`config.mk`:
```
export PLATFORM = sky130hd
export DESIGN_NAME = fb_writer
export DESIGN_NICKNAME = d
export VERILOG_FILES = /design/src/rtl/fb_pkg.sv /design/src/rtl/fb_addr_calc.sv /design/src/rtl/fb_writer.sv
export SDC_FILE = /design/constraint.sdc
export NUM_CORES = 1
export LEC_CHECK = 0
export ABC_AREA = 1
export BUFFER_PORTS_ARGS = -buffer_cell sky130_fd_sc_hd__buf_2
export CORE_UTILIZATION = 64
export CTS_BUF_LIST = sky130_fd_sc_hd__clkbuf_2 sky130_fd_sc_hd__clkbuf_4 sky130_fd_sc_hd__clkbuf_8
export CTS_CLUSTER_DIAMETER = 100
export DETAILED_ROUTE_END_ITERATION = 10
export PLACE_DENSITY = 0.95
export SYNTH_ARGS = -nofsm -noshare
export SYNTH_HDL_FRONTEND = slang
export SYNTH_SLANG_ARGS = --single-unit
```
`constraint.sdc`:
```
create_clock -name CLK -period 7.7 [get_ports CLK]
set_clock_uncertainty 0.1 [all_clocks]
set_input_delay 0.77 -clock CLK [delete_from_list [all_inputs] [get_ports CLK]]
set_output_delay 0.77 -clock CLK [all_outputs]
set_load 0.05 [all_outputs]
```
`src/rtl/fb_pkg.sv`:
```
// Shared constants for the 320x200, 4 bpp framebuffer writer and the display side.
// Opcodes, geometry, FSM encoding and the nibble merge helper.
package fb_pkg;

  localparam logic OP_PLOT  = 1'b0;
  localparam logic OP_CLEAR = 1'b1;

  localparam int LINE_BYTES = 160;
  localparam int FB_LINES   = 200;
  localparam int FB_BYTES   = 32000;

  typedef enum logic [2:0] {
    ST_IDLE = 3'd0,
    ST_REQ  = 3'd1,
    ST_RD   = 3'd2,
    ST_MOD  = 3'd3,
    ST_WR   = 3'd4,
    ST_CLR  = 3'd5
  } fb_state_e;

  // Even pixels live in the high nibble, odd pixels in the low nibble.
  function automatic logic [7:0] merge_nibble(input logic [7:0] old_byte,
                                              input logic [3:0] color,
                                              input logic       hi);
    return hi ? {color, old_byte[3:0]} : {old_byte[7:4], color};
  endfunction

endpackage

```
`src/rtl/fb_addr_calc.sv`:
```
// Combinational pixel-to-byte mapping for 160-byte lines: address, nibble select
// and range check. Shared with the display fetch logic.
module fb_addr_calc #(
  parameter logic [14:0] FB_BASE    = 15'd0,
  parameter int          LINE_BYTES = 160,
  parameter int          FB_LINES   = 200
) (
  input  logic [8:0]  x_i,
  input  logic [7:0]  y_i,
  output logic [14:0] addr_o,
  output logic        nib_hi_o,
  output logic        in_range_o
);

  // Y*160 as two shifts keeps this a pair of adders with no multiplier.
  always_comb begin
    addr_o     = FB_BASE + {y_i, 7'd0} + {2'd0, y_i, 5'd0} + {7'd0, x_i[8:1]};
    nib_hi_o   = ~x_i[0];
    in_range_o = (10'(x_i) < 10'(2 * LINE_BYTES)) && (9'(y_i) < 9'(FB_LINES));
  end

endmodule

```
`src/rtl/fb_writer.sv`:
```
// Framebuffer writer: nibble PLOT via read-modify-write and whole-buffer CLEAR,
// sharing the video memory bus only while BUS_GNT is high.
module fb_writer #(
  parameter logic [14:0] FB_BASE    = 15'd0,
  parameter int          LINE_BYTES = fb_pkg::LINE_BYTES,
  parameter int          FB_LINES   = fb_pkg::FB_LINES
) (
  input  logic        CLK,
  input  logic        RESET_N,
  input  logic        CMD_VALID,
  output logic        CMD_READY,
  input  logic        CMD_OP,
  input  logic [8:0]  CMD_X,
  input  logic [7:0]  CMD_Y,
  input  logic [3:0]  CMD_COLOR,
  output logic        BUS_REQ,
  input  logic        BUS_GNT,
  output logic [14:0] ADDR,
  output logic        RW,
  input  logic [7:0]  DIN,
  output logic [7:0]  DOUT,
  output logic        BUSY,
  output logic        ERR
);
  import fb_pkg::*;

  localparam logic [14:0] LAST_N = 15'(LINE_BYTES * FB_LINES - 1);

  fb_state_e   state_q, state_d;
  logic        op_q;
  logic [8:0]  x_q;
  logic [7:0]  y_q;
  logic [3:0]  color_q;
  logic [14:0] addr_q;
  logic [7:0]  dout_q;
  logic [14:0] n_q;
  logic        err_q;
  logic        rdy_q;

  logic        accept;
  logic [8:0]  calc_x;
  logic [7:0]  calc_y;
  logic [14:0] calc_addr;
  logic        nib_hi;
  logic        in_range;

  // In IDLE the mapper looks at the live command for the range check;
  // otherwise it serves the registered pixel.
  assign calc_x = (state_q == ST_IDLE) ? CMD_X : x_q;
  assign calc_y = (state_q == ST_IDLE) ? CMD_Y : y_q;
  assign accept = CMD_VALID && CMD_READY;

  fb_addr_calc #(
    .FB_BASE    (FB_BASE),
    .LINE_BYTES (LINE_BYTES),
    .FB_LINES   (FB_LINES)
  ) u_addr_calc (
    .x_i        (calc_x),
    .y_i        (calc_y),
    .addr_o     (calc_addr),
    .nib_hi_o   (nib_hi),
    .in_range_o (in_range)
  );

  always_ff @(posedge CLK or negedge RESET_N) begin
    if (!RESET_N) state_q <= ST_IDLE;
    else          state_q <= state_d;
  end

  // Any grant loss inside the read-modify-write restarts from a fresh read.
  always_comb begin
    state_d = state_q;
    case (state_q)
      ST_IDLE: if (accept && (CMD_OP == OP_CLEAR || in_range)) state_d = ST_REQ;
      ST_REQ:  if (BUS_GNT) state_d = (op_q == OP_CLEAR) ? ST_CLR : ST_RD;
      ST_RD:   state_d = BUS_GNT ? ST_MOD  : ST_REQ;
      ST_MOD:  state_d = BUS_GNT ? ST_WR   : ST_REQ;
      ST_WR:   state_d = BUS_GNT ? ST_IDLE : ST_REQ;
      ST_CLR:  if (BUS_GNT && n_q == LAST_N) state_d = ST_IDLE;
      default: state_d = ST_IDLE;
    endcase
  end

  always_comb begin
    CMD_READY = (state_q == ST_IDLE) && rdy_q;
    BUSY      = (state_q != ST_IDLE);
    BUS_REQ   = (state_q != ST_IDLE);
    RW        = !(BUS_GNT && (state_q == ST_WR || state_q == ST_CLR));
    ADDR      = addr_q;
    DOUT      = dout_q;
    ERR       = err_q;
  end

  always_ff @(posedge CLK or negedge RESET_N) begin
    if (!RESET_N) begin
      rdy_q   <= 1'b0;
      err_q   <= 1'b0;
      op_q    <= OP_PLOT;
      x_q     <= '0;
      y_q     <= '0;
      color_q <= '0;
      addr_q  <= '0;
      dout_q  <= '0;
      n_q     <= '0;
    end else begin
      rdy_q <= 1'b1;
      err_q <= accept && (CMD_OP == OP_PLOT) && !in_range;
      if (accept) begin
        op_q    <= CMD_OP;
        x_q     <= CMD_X;
        y_q     <= CMD_Y;
        color_q <= CMD_COLOR;
      end
      case (state_q)
        ST_REQ: begin
          if (BUS_GNT) begin
            if (op_q == OP_CLEAR) begin
              addr_q <= FB_BASE;
              n_q    <= '0;
              dout_q <= {color_q, color_q};
            end else begin
              addr_q <= calc_addr;
            end
          end
        end
        ST_MOD: if (BUS_GNT) dout_q <= merge_nibble(DIN, color_q, nib_hi);
        // The address stops on the last byte rather than stepping past it.
        ST_CLR: begin
          if (BUS_GNT && n_q != LAST_N) begin
            n_q    <= n_q + 15'd1;
            addr_q <= addr_q + 15'd1;
          end
        end
        default: ;
      endcase
    end
  end

endmodule
```
# Word-level counts from Yosys, hierarchy flattened
# Index checks and enable logic that the tools add are counted.
dict set report word_totals {
  reg_bits 65
  inputBits 34
}
dict set report op_classes {
  addsub 4
  magnitude_cmp 2
  n_eq_ne 13
  muxes 23
  bitwise 1
  reduce_logical 21
}
# cell n
set ops {}
lappend ops {{two-way mux 15 bit} 6}
lappend ops {{case mux 15 bit (2 select lines)} 2}
lappend ops {{two-way mux 8 bit} 5}
lappend ops {{adder 15 x 1 -> 15 bit (second input constant)} 2}
lappend ops {{case mux 3 bit (6 select lines)} 1}
lappend ops {{case mux 8 bit (2 select lines)} 1}
lappend ops {{adder 15 x 13 -> 15 bit} 1}
lappend ops {{adder 15 x 8 -> 15 bit} 1}
lappend ops {{== test 15 bit (second input constant)} 1}
lappend ops {{two-way mux 3 bit} 5}
lappend ops {{inequality test 15 bit (second input constant)} 1}
lappend ops {{logical AND 1 bit} 9}
lappend ops {{less-than comparator 9 bit (second input constant)} 1}
lappend ops {{two-way mux 9 bit} 1}
lappend ops {{less-than comparator 8 bit (second input constant)} 1}
lappend ops {{inequality test 2 bit (second input constant)} 4}
lappend ops {{AND reduction 4 bit} 2}
lappend ops {{== test 3 x 2 -> 1 bit (second input constant)} 2}
lappend ops {{== test 3 bit (second input constant)} 2}
lappend ops {{AND reduction 3 bit} 2}
lappend ops {{inequality test 2 x 1 -> 1 bit (second input constant)} 2}
lappend ops {{nonzero test 2 bit} 2}
lappend ops {{== test 3 x 1 -> 1 bit (second input constant)} 1}
lappend ops {{logical NOT 3 bit} 1}
lappend ops {{other kinds (6)} 8}

# Logic depth before layout (Yosys ltp)
dict set report logic_depth {
  depth_word 8
  ltp_mapped 21
  ltp_nobuf 20
}

# By module
# A second synthesis with hierarchy kept.
dict set report unflattened {
  hier_cells 629
  area_unflattened_um2 4421.7
}
# module n_inst cells_per_inst area_each_um2 seq_area_each_um2
set modules_own_cells {}
lappend modules_own_cells {fb_writer 1 536 3827.4 1626.6}
lappend modules_own_cells {fb_addr_calc 1 93 594.3 0.0}

# Worst setup path before layout
# OpenSTA, ideal clock, no wires.
dict set report synth_timing {
  kind {register to register}
  from {register state_q[0]}
  to {register addr_q[12], in the netlist ADDR[12]}
  setup_ns 0.118
  t_arrival_ns 2.888
  required_time_ns 7.482
  slack_ns 4.594
  path_stages_with_launch 21
  synth_period_minus_slack_ns 3.106
  path_cell_list {dfrtp_1 nor2_4 nand2_4 inv_2 buf_2 nand2_1 o21ai_0 ha_1 inv_1 xor2_1 inv_1 fa_1 inv_1 nand3_1 nand2_1 inv_1 o21ai_0 and2_1 o21ai_0 nand2_1 nand2_1}
}
dict set report synth_via {
  elab_chain_len 7
}
# item line_no
set synth_rtl {}
lappend synth_rtl {{from (decl)} fb_writer.sv:29} ;# fb_state_e state_q, state_d;
lappend synth_rtl {{from (signal assigned)} fb_writer.sv:67} ;# else state_q <= state_d;
lappend synth_rtl {{logical NOT 3 bit} {fb_writer.sv:49, fb_writer.sv:50}}
lappend synth_rtl {{two-way mux 8 bit} fb_writer.sv:50} ;# assign calc_y = (state_q == ST_IDLE) ? CMD_Y : y_q;
lappend synth_rtl {{adder 15 x 13 -> 15 bit} fb_addr_calc.sv:17} ;# addr_o = FB_BASE + {y_i, 7'd0} + {2'd0, y_i, 5'd0} + {7'd0, x_i[8:1]};
lappend synth_rtl {{adder 15 x 8 -> 15 bit} fb_addr_calc.sv:17}
lappend synth_rtl {{two-way mux 15 bit} fb_writer.sv:117} ;# if (op_q == OP_CLEAR) begin
lappend synth_rtl {{two-way mux 15 bit} fb_writer.sv:116} ;# if (BUS_GNT) begin
lappend synth_rtl {{case mux 15 bit (2 select lines)} fb_writer.sv:114} ;# case (state_q)
lappend synth_rtl {{to (signal assigned)} fb_writer.sv:122} ;# addr_q <= calc_addr;
lappend synth_rtl {{to (signal assigned)} fb_writer.sv:131} ;# addr_q <= addr_q + 15'd1;
lappend synth_rtl {{to (decl)} fb_writer.sv:34} ;# logic [14:0] addr_q;
# Parallel ways exist; a longest one is shown, timed or not. The select of a mux whose other input is x is not followed.
# A chain may end at the register's enable or synchronous reset.

# Worst setup path after layout
# Ends and elaborated chain as after synthesis.

==> reports/metrics.yaml <==
outcome:
  status: "finished clean"
global_route:
  antenna_found_initial: 0
  grt_pass1_vias: 3736
  grtUsageTotal: 0.2926
  grt_max_degree: 66
  grt-ovfl-total: 0
  grt_first_pass_wirelength_um: 16320
clocking:
  clk_pin_slew_ns: 0.07
  cts.path.max_buffers: 2
  htreeDepth: 3
  cts_tree: "built"
  cts_setup_buffers: 0
  cts_sinks: 65
  cts_resized: 0
  cts_buffers: 9
  clk_latency_ns: 0.34
  cts_hold_buf: 0
  cts-root-buf: "clkbuf_8"
setup_path:
  crit_type: "flip-flop to flip-flop"
  cp_max_fo: 18
  rrSetupSlack_ns: 4.20
  end_kind: "flip-flop"
  reg2reg_to: "ADDR[12]$_DFFE_PN0P_"
  ff2ff_path_depth: 19
  r2r-start: "state_q[0]$_DFFE_PN0P_"
  crit_path_start_kind: "flip-flop"
  crit_arrival_ns: 3.64
  crit_required_ns: 7.83
die:
  die_h_um: 82.88
  fp.dieArea_mm2: 0.006869
  io_pins: 62
  start_util: 0.6593
  die_width_um: 82.88
  core_mm2: 0.006350
  rows: 29
sta:
  max_slew_margin: 0.4633
  tns_ns: 0
  hold_violations: 0
  final_max_slew_viol_count: 0
  rsz0062_at_grt: "false"
  fin_crit_ns: 3.503
  fin_crit_sh: 0.4550
  final-setup-viol-count: 0
  tightestPinTransition_ns: 0.8050
  clock.fmax_mhz: 285.4
drt:
  wl_per_cell_um: 13.55
  vias_per_cell: 5.716
  vias: 4081
  dr.pass1.iters: 5
  ant_nets: 0
  drc_errors: 0
  first_iter_violations: 326
  drt_wl_total_um: 9672
cells_and_area:
  instances_no_fill: 714
  nNetsFinal: 685
  drive_above_1_share: 0.1648
  area_growth_pct: 11.42
  diodes: 0
worst_hold_path:
  holdPathStages: 2
  whs_endpoint: "DOUT[0]$_DFFE_PN0P_"
  min_from: "DOUT[0]$_DFFE_PN0P_"
  hold_class: "flip-flop to flip-flop"
placement:
  portBuffers: 61
  post-dp-hpwl_um: 7047
  dp_cells: 699
  place_congestion: 0.9002
logic_synthesis:
  syn_area_per_cell_um2: 7.256
  ys.flop_type: "dfrtp_1"
  synth_nets: 629
  syn_area_mm2: 0.004187
  synthDistinctLibCells: 42
  synthArstFlopShare: 1.000
  synth_seq_cells: 65
  seq_area_frac_synth: 0.3885
  synth_edf_count: 0
  yosysWarnings: 0
  synth_cells: 577
run:
  maxCapViolCount: 0
-- stage by stage --
step	util	hold WS, ns	worst slack, ns	area [µm²]
finish	0.7346	0.3809	4.197	4664
global route	0.7346	0.4133	3.953	4664
floorplan	-	0.3436	4.594	4187
detailed placement	0.7056	0.3601	4.267	4481
global placement	0.7056	0.3619	4.432	4481
CTS	0.7346	0.3799	4.251	4664
-- worst max-delay path by stage --
stage / from / to / slack (ns) / depth (start not counted)
after floorplan: state_q[0]$_DFFE_PN0P_ / ADDR[12]$_DFFE_PN0P_ / 4.59 / 20
after global placement: state_q[0]$_DFFE_PN0P_ / ADDR[12]$_DFFE_PN0P_ / 4.43 / 19
after detailed placement: state_q[0]$_DFFE_PN0P_ / ADDR[12]$_DFFE_PN0P_ / 4.27 / 19
after CTS: state_q[0]$_DFFE_PN0P_ / ADDR[12]$_DFFE_PN0P_ / 4.25 / 19
after global routing: state_q[0]$_DFFE_PN0P_ / ADDR[12]$_DFFE_PN0P_ / 3.95 / 19
final: state_q[0]$_DFFE_PN0P_ / ADDR[12]$_DFFE_PN0P_ / 4.20 / 19
-- final cells by class --
type | count | area [µm²]
tap | 77 | 96.34
fill | 480 | 1685
timing repair buffer | 62 | 312.8
sequential | 65 | 1627
inverter | 84 | 317.8
clock inverter | 4 | 45.04
multi-input combinational | 411 | 2127
clock buffer | 11 | 138.9
-- Yosys cell counts, drive strengths merged (5+ instances only) --
cell	instances	area share
a21oi	25	0.031
nor3	10	0.013
ha	17	0.051
o21ai	67	0.082
a22oi	5	0.0090
xor2	7	0.015
nor2	37	0.041
nand2	169	0.16
nand4	18	0.027
nand3	32	0.039
inv	84	0.076
buf	14	0.025
dfrtp	65	0.39
-- layer usage --
metal  routed length [µm]  up-vias  track usage
met5                    0        -            0
met3                  693       29      0.04473
met4                  284        0       0.1458
li1                     -     1981            -
met2                 4654      196       0.4769
met1                 4041     1875       0.3817
-- registers in the layout, summed over array words and instances (netlist names) --
signal   count
ADDR        15
DOUT         8
ERR          1
color_q      4
n_q         15
op_q         1
rdy_q        1
state_q      3
x_q          9
y_q          8
-- cell usage in the layout, fill, tap and decap left out, drive strengths merged --
master | Yosys | final
nand3 | 32 | 32
o22ai | 3 | 3
clkinv | 0 | 3
o21a | 1 | 1
xnor2 | 2 | 2
clkbuf | 3 | 11
conb | 1 | 1
a21boi | 1 | 1
a21oi | 25 | 25
nand2 | 169 | 169
o21bai | 2 | 2
a22oi | 5 | 5
and2 | 1 | 1
nand4 | 18 | 18
nor2 | 37 | 37
o211ai | 4 | 4
a21o | 1 | 1
bufinv | 0 | 1
nor3 | 10 | 10
or2 | 2 | 2
o21ai | 67 | 67
a31oi | 4 | 4
xor2 | 7 | 7
nor4 | 1 | 1
buf | 14 | 62
dfrtp | 65 | 65
fa | 1 | 1
ha | 17 | 17
inv | 84 | 84
-- worst max-delay path: stages (launching register included) --
cell,delay (ns)
dfrtp_1,0.48
nor2_4,0.23
nand2_4,0.16
inv_2,0.24
nand2_1,0.09
o21ai_0,0.13
ha_1,0.29
inv_1,0.09
xor2_1,0.21
inv_1,0.10
fa_1,0.46
inv_1,0.07
nand3_1,0.06
nand2_1,0.13
inv_1,0.05
o21ai_0,0.17
and2_1,0.15
o21ai_0,0.08
nand2_1,0.06
nand2_1,0.06
-- cells by family (layout without fill, tap and decap cells) --
| logic type | after synthesis | in the layout | synth area share |
|---|---|---|---|
| AND/OR/NAND/NOR | 270 | 270 | 0.2845 |
| AO/OA/AOI/OAI | 113 | 113 | 0.1482 |
| buffers and inverters | 101 | 161 | 0.1034 |
| flip-flops | 65 | 65 | 0.3885 |
| adder cells (fa/ha/maj) | 18 | 18 | 0.05559 |
| XOR/XNOR | 9 | 9 | 0.01883 |
| other | 1 | 1 | 0.0008957 |
Power is not shown: default switching activity piles up to over one toggle a cycle in this logic, so the estimate is an artifact.
